File: config.mk
export PLATFORM = sky130hd
export DESIGN_NAME = mem_arbiter_flat
export DESIGN_NICKNAME = d
export VERILOG_FILES = /design/src/rtl/mem_arbiter_pkg.sv /design/src/rtl/mem_arbiter_if.sv /design/src/rtl/mem_arbiter_rr_pick2.sv /design/src/rtl/mem_arbiter.sv /design/src/flat_wrapper.sv
export SDC_FILE = /design/constraint.sdc
export NUM_CORES = 1
export LEC_CHECK = 0
export ABC_AREA = 1
export CAP_MARGIN = 20
export CORE_MARGIN = 2
export CORE_UTILIZATION = 41
export DETAILED_ROUTE_END_ITERATION = 10
export HOLD_SLACK_MARGIN = 0.06
export PLACE_DENSITY = 0.95
export SLEW_MARGIN = 20
export SYNTH_ARGS = -nofsm -noshare
export SYNTH_HDL_FRONTEND = slang
export SYNTH_SLANG_ARGS = --single-unit
File: constraint.sdc
create_clock -name clk -period 1.79 [get_ports clk]
set_input_delay 0.358 -clock clk [delete_from_list [all_inputs] [get_ports clk]]
set_output_delay 0.358 -clock clk [all_outputs]
set_load 0.02 [all_outputs]
File: src/rtl/mem_arbiter_pkg.sv
// Shared types and constants for the fetch/data memory arbiter.
package mem_arb_pkg;

    typedef enum logic [1:0] {
        IDLE   = 2'd0,
        ACCESS = 2'd1,
        RESP   = 2'd2
    } arb_state_t;

    localparam logic PORT_IF = 1'b0;
    localparam logic PORT_D  = 1'b1;

    // A byte address is misaligned when its low two bits are not zero.
    function automatic logic is_misaligned(input logic [1:0] low_bits);
        return low_bits != 2'b00;
    endfunction

endpackage

File: src/rtl/mem_arbiter_if.sv
// Bundles both requester handshakes and the memory macro bus of the arbiter.
interface mem_arbiter_if #(
    parameter int ADDR_W = 10
);
    logic              if_req;
    logic [31:0]       if_addr;
    logic              if_ack;
    logic              d_req;
    logic              d_we;
    logic [31:0]       d_addr;
    logic [31:0]       d_wdata;
    logic              d_ack;
    logic [31:0]       rdata;
    logic              err;
    logic              busy;
    logic              mem_en;
    logic              mem_we;
    logic [ADDR_W-1:0] mem_addr;
    logic [31:0]       mem_wdata;
    logic [31:0]       mem_rdata;

    modport slave (
        input  if_req, if_addr, d_req, d_we, d_addr, d_wdata, mem_rdata,
        output if_ack, d_ack, rdata, err, busy,
               mem_en, mem_we, mem_addr, mem_wdata
    );

    modport master (
        output if_req, if_addr, d_req, d_we, d_addr, d_wdata, mem_rdata,
        input  if_ack, d_ack, rdata, err, busy,
               mem_en, mem_we, mem_addr, mem_wdata
    );

endinterface

File: src/rtl/mem_arbiter_rr_pick2.sv
// Two-way round-robin select: a lone eligible port wins, and on a tie the
// port that was not granted last wins.
module rr_pick2
    import mem_arb_pkg::*;
(
    input  logic [1:0] eligible,
    input  logic       last_grant,
    output logic       grant_valid,
    output logic       grant_port
);

    // Resolve the winner from eligibility and the previous grant.
    always_comb begin
        grant_valid = |eligible;
        grant_port  = PORT_IF;
        if (eligible == 2'b11) begin
            grant_port = (last_grant == PORT_D) ? PORT_IF : PORT_D;
        end else if (eligible[PORT_D]) begin
            grant_port = PORT_D;
        end
    end

endmodule

File: src/rtl/mem_arbiter.sv
// Serializes instruction fetch and data accesses onto one single-port word
// memory with a 1-cycle read latency, using a three-state grant/access/response
// sequence and round-robin selection between the two requesters.
module mem_arbiter
    import mem_arb_pkg::*;
#(
    parameter int ADDR_W = 10
) (
    input logic           clk,
    input logic           rst_n,
    mem_arbiter_if.slave  bus
);

    arb_state_t state;
    logic       last_grant;
    logic       cur_port;
    logic       cur_store;
    logic       cur_mis;

    logic [1:0]        eligible;
    logic              grant_valid;
    logic              grant_port;
    logic [ADDR_W-1:0] sel_word;
    logic [1:0]        sel_low;

    // A port whose ack is high this cycle is about to drop its request, so it
    // must not be granted again on the stale request.
    always_comb begin
        eligible[PORT_IF] = bus.if_req & ~bus.if_ack;
        eligible[PORT_D]  = bus.d_req  & ~bus.d_ack;
    end

    rr_pick2 u_pick (
        .eligible    (eligible),
        .last_grant  (last_grant),
        .grant_valid (grant_valid),
        .grant_port  (grant_port)
    );

    // Word address and alignment bits of the winning requester; upper address
    // bits are dropped so accesses wrap around inside the memory.
    always_comb begin
        if (grant_port == PORT_D) begin
            sel_word = bus.d_addr[ADDR_W+1:2];
            sel_low  = bus.d_addr[1:0];
        end else begin
            sel_word = bus.if_addr[ADDR_W+1:2];
            sel_low  = bus.if_addr[1:0];
        end
    end

    // Grant, drive the memory for one cycle, then capture the read data and
    // pulse the winner's ack; every output is registered.
    always_ff @(posedge clk or negedge rst_n) begin
        if (!rst_n) begin
            state         <= IDLE;
            last_grant    <= PORT_D;
            cur_port      <= PORT_IF;
            cur_store     <= 1'b0;
            cur_mis       <= 1'b0;
            bus.if_ack    <= 1'b0;
            bus.d_ack     <= 1'b0;
            bus.rdata     <= '0;
            bus.err       <= 1'b0;
            bus.busy      <= 1'b0;
            bus.mem_en    <= 1'b0;
            bus.mem_we    <= 1'b0;
            bus.mem_addr  <= '0;
            bus.mem_wdata <= '0;
        end else begin
            bus.if_ack <= 1'b0;
            bus.d_ack  <= 1'b0;
            bus.err    <= 1'b0;
            case (state)
                IDLE: begin
                    if (grant_valid) begin
                        cur_port     <= grant_port;
                        cur_store    <= (grant_port == PORT_D) && bus.d_we;
                        cur_mis      <= is_misaligned(sel_low);
                        bus.mem_en   <= 1'b1;
                        bus.mem_we   <= (grant_port == PORT_D) && bus.d_we;
                        bus.mem_addr <= sel_word;
                        if (grant_port == PORT_D) begin
                            bus.mem_wdata <= bus.d_wdata;
                        end
                        bus.busy     <= 1'b1;
                        state        <= ACCESS;
                    end
                end
                ACCESS: begin
                    bus.mem_en <= 1'b0;
                    bus.mem_we <= 1'b0;
                    state      <= RESP;
                end
                RESP: begin
                    if (!cur_store) begin
                        bus.rdata <= bus.mem_rdata;
                    end
                    if (cur_port == PORT_D) begin
                        bus.d_ack <= 1'b1;
                    end else begin
                        bus.if_ack <= 1'b1;
                    end
                    bus.err    <= cur_mis;
                    last_grant <= cur_port;
                    bus.busy   <= 1'b0;
                    state      <= IDLE;
                end
                default: begin
                    state <= IDLE;
                end
            endcase
        end
    end

endmodule
File: src/flat_wrapper.sv
// flat-port wrapper written by rule: the top's interface ports become plain ports
module mem_arbiter_flat import mem_arb_pkg::*;
#(
    parameter int ADDR_W = 10
)
  (clk, rst_n, bus_if_req, bus_if_addr, bus_d_req, bus_d_we, bus_d_addr, bus_d_wdata, bus_mem_rdata, bus_if_ack, bus_d_ack, bus_rdata, bus_err, bus_busy, bus_mem_en, bus_mem_we, bus_mem_addr, bus_mem_wdata);
  mem_arbiter_if #(.ADDR_W(ADDR_W)) bus_i ();
  input logic clk;
  input logic rst_n;
  input wire logic [$bits(bus_i.if_req)-1:0] bus_if_req;
  input wire logic [$bits(bus_i.if_addr)-1:0] bus_if_addr;
  input wire logic [$bits(bus_i.d_req)-1:0] bus_d_req;
  input wire logic [$bits(bus_i.d_we)-1:0] bus_d_we;
  input wire logic [$bits(bus_i.d_addr)-1:0] bus_d_addr;
  input wire logic [$bits(bus_i.d_wdata)-1:0] bus_d_wdata;
  input wire logic [$bits(bus_i.mem_rdata)-1:0] bus_mem_rdata;
  output wire logic [$bits(bus_i.if_ack)-1:0] bus_if_ack;
  output wire logic [$bits(bus_i.d_ack)-1:0] bus_d_ack;
  output wire logic [$bits(bus_i.rdata)-1:0] bus_rdata;
  output wire logic [$bits(bus_i.err)-1:0] bus_err;
  output wire logic [$bits(bus_i.busy)-1:0] bus_busy;
  output wire logic [$bits(bus_i.mem_en)-1:0] bus_mem_en;
  output wire logic [$bits(bus_i.mem_we)-1:0] bus_mem_we;
  output wire logic [$bits(bus_i.mem_addr)-1:0] bus_mem_addr;
  output wire logic [$bits(bus_i.mem_wdata)-1:0] bus_mem_wdata;
  assign bus_i.if_req = bus_if_req;
  assign bus_i.if_addr = bus_if_addr;
  assign bus_i.d_req = bus_d_req;
  assign bus_i.d_we = bus_d_we;
  assign bus_i.d_addr = bus_d_addr;
  assign bus_i.d_wdata = bus_d_wdata;
  assign bus_i.mem_rdata = bus_mem_rdata;
  assign bus_if_ack = bus_i.if_ack;
  assign bus_d_ack = bus_i.d_ack;
  assign bus_rdata = bus_i.rdata;
  assign bus_err = bus_i.err;
  assign bus_busy = bus_i.busy;
  assign bus_mem_en = bus_i.mem_en;
  assign bus_mem_we = bus_i.mem_we;
  assign bus_mem_addr = bus_i.mem_addr;
  assign bus_mem_wdata = bus_i.mem_wdata;
  mem_arbiter #(.ADDR_W(ADDR_W)) u_core (.clk(clk), .rst_n(rst_n), .bus(bus_i));
endmodule
==> run summary <==
Status = finished, final reports clean
Inserted Diodes = 0
Max_cap viols = 0
R2R Setup Slk = 0.43 ns
Initial DRC count = 164
Post-DP Area = 5458 sq um
Clock Tree Buf Depth = 2
Slowest cell on crit path = clkdlybuf4s50_1
Hold Path Class = reg2reg
Final Hold Viols = 0
Routed Wire Length = 9.801 mm
Crit path to = bus_d_ack
P_leak = 2.821 nW
Vias = 3419
Io pins = 213
Vias per cell = 4.870
Layout cells sized above 1 = 6.566%
Layout fillers = 679
TritonCTS clock tree = yes
CP max stage delay = 0.64 ns
Hold Buf Count CTS = 1
Die area = 9599 sq um
Slew headroom = 70.16%
PwrDens = 1835 nW/um^2
Crit path required time = 1.43 ns
Worst setup EP type = output pin
Routed wl met3 = 733 um
Post-CTS setup buffer count = 0
Critical path peak fanout = 3
Fin crit period = 1.727 ns
IO buf count = 172
Worst-Margin Slew = 0.4476 ns
P&R area growth vs syn = 57.53%
Mapped Cells = 415
Root buffer cell = clkbuf_8
Largest net degree at the start of global routing = 34
Crit-path cells = clkdlybuf4s50_1
Slew Limit Fails = 0
Detailed route wirelength on metal2 = 4.879 mm
Core Box Area = 8636 sq um
Synth warn = 0
Initial antenna violation count = 0
Critical path buffers and inverters = 1
Number of global-route vias before repair = 3478
Post-route DRC violation count = 0
GR Overflow Total = 0
Crit path max-delay family = buffers and inverters
Total CTS buffers = 9
FF-to-FF path depth = 5
Unrepaired setup endpoints after global routing = no
Sequential element share of the synthesized area = 59.47%
Hold depth = 2
Critical Path Start = u_core.bus.d_ack$_DFF_PN0_
WL per Instance = 13.96 um
First-pass GRT wire length = 16.15 mm
FF-to-FF Start = u_core.state[0]$_DFFE_PN0P_
Clk_lat worst skew = 0.34 ns
H-tree levels = 3
Total GRT Usage = 20.67%
M1 WL = 3.949 mm
Syn nets = 548
Post-DP HPWL = 7.331 mm
Syn Area/Cell = 8.725 sq um
Setup TNS Final = 0 ns
#FFs+latches synth = 86
DR pass1 iterations = 4
Die span in y = 97.98 um
Final #Nets = 723
Die W = 97.98 um
Share of the synthesized area in the top cell type = 58.74%
GPL Wtd Cong = 0.8231
Highest routed layer = met4
Fin crit share = 96.46%
CP startpoint kind = register
Post-Layout Inst Area = 5704 sq um
Reg2reg end = u_core.bus.mem_wdata[17]$_DFFE_PN0P_
TritonCTS Sinks = 86
Detail Route Antenna Nets = 0
Clock slew at reported path FFs = 0.08 ns
Netlist Area Pre-Place = 3621 sq um
Synth top area cells = dfrtp_1, nand2_1, nand3_1
Post-synth top area cell = dfrtp_1
Starting density of the core = 41.93%
Post-CTS sizing = 0
Crit Path Class = reg2out
Layout Skew = 0.008024 ns
Setup violators final = 0
FP Rows = 34
CP Data Arrival Time = 1.37 ns
Levels on crit path = 1
Unique masters post-synth = 16
Worst VDD drop = 0.0009888 V
Fmax = 0.5791 GHz
cell usage in the layout (no fill, tap or decap), types with 2 or more instances in the layout:
master / instances
clkdlybuf4s50_1: 171
clkbuf_8: 10
inv_1: 27
bufinv_16: 3
nor2_4: 2
buf_12: 4
o21ai_0: 5
nor2_1: 8
nand2_1: 168
inv_2: 3
nand3_1: 88
buf_4: 11
nand2_2: 2
dfrtp_1: 85
kinds of logic after synthesis:
logic type             Yosys count  synth area share, %
buffers and inverters           54                7.982
flip-flops                      86                59.47
AO/OA/AOI/OAI                    5               0.6910
AND/OR/NAND/NOR                270                31.86
cells in the mapped netlist:
cell and count:
buf_2 9, buf_6 10, clkbuf_1 4, clkinv_1 1
dfrtp_1 85, dfstp_2 1, inv_1 27, inv_2 3
nand2_1 168, nand2_2 2, nand2_4 1, nand3_1 88
nor2_1 8, nor2_2 1, nor2_4 2, o21ai_0 5
stage by stage:
| stage | util, % | instances | setup WS [ns] | hold WS [ns] | total power [mW] |
|---|---|---|---|---|---|
| 2_1_floorplan | - | 415 | 0.5426 | 0.06241 | 6.383 |
| 3_3_place_gp | 63.20 | 686 | 0.1480 | 0.3248 | 8.690 |
| 3_5_place_dp | 63.20 | 686 | 0.1020 | 0.3379 | 8.914 |
| 4_1_cts | 66.05 | 702 | 0.03567 | 0.4710 | 10.55 |
| 5_1_grt | 66.05 | 702 | 0.0002244 | 0.4720 | 11.16 |
| 6_report | 66.05 | 702 | 0.06330 | 0.4759 | 10.47 |
final cells by class:
| cell class | count | area (sq um) | area share, % |
|---|---|---|---|
| clock buffer | 11 | 141.4 | 2.479 |
| multi-input combinational | 275 | 1179 | 20.66 |
| tap | 108 | 135.1 | 2.369 |
| inverter | 31 | 116.4 | 2.040 |
| timing repair buffer | 187 | 1884 | 33.03 |
| sequential | 86 | 2153 | 37.75 |
| clock inverter | 4 | 95.09 | 1.667 |
worst min path at each step:
stage,from,endpoint,slack (ns)
2_1_floorplan,rst_n,u_core.bus.busy$_DFFE_PN0P_,0.06
3_3_place_gp,rst_n,u_core.bus.mem_wdata[3]$_DFFE_PN0P_,0.32
3_5_place_dp,rst_n,u_core.bus.mem_wdata[9]$_DFFE_PN0P_,0.34
4_1_cts,u_core.cur_port$_DFFE_PN0P_,u_core.bus.if_ack$_DFF_PN0_,0.47
5_1_grt,u_core.cur_port$_DFFE_PN0P_,u_core.bus.if_ack$_DFF_PN0_,0.47
6_report,u_core.bus.mem_wdata[0]$_DFFE_PN0P_,u_core.bus.mem_wdata[0]$_DFFE_PN0P_,0.48
flip-flops by register name, indices dropped and copies added, names as in the netlist:
register / count
u_core.last_grant: 1
u_core.bus.d_ack: 1
u_core.bus.mem_addr: 10
u_core.bus.err: 1
u_core.bus.busy: 1
u_core.bus.mem_we: 1
u_core.state: 2
u_core.cur_store: 1
u_core.cur_mis: 1
u_core.bus.mem_en: 1
u_core.cur_port: 1
u_core.bus.rdata: 32
u_core.bus.if_ack: 1
u_core.bus.mem_wdata: 32
layer usage:
| layer | up-vias | track usage, % |
|---|---|---|
| met3 | 24 | 5.512 |
| met1 | 1595 | 24.93 |
| met4 | 0 | 8.226 |
| met5 | - | 0 |
| li1 | 1642 | - |
| met2 | 158 | 35.30 |
report_power, final:
part | internal [mW] | switching, mW
logic | 2.39 | 3.05
registers | 2.89 | 0.532
clock network | 0.957 | 0.649
No activity file was read; power rests on OpenSTA's default activity.
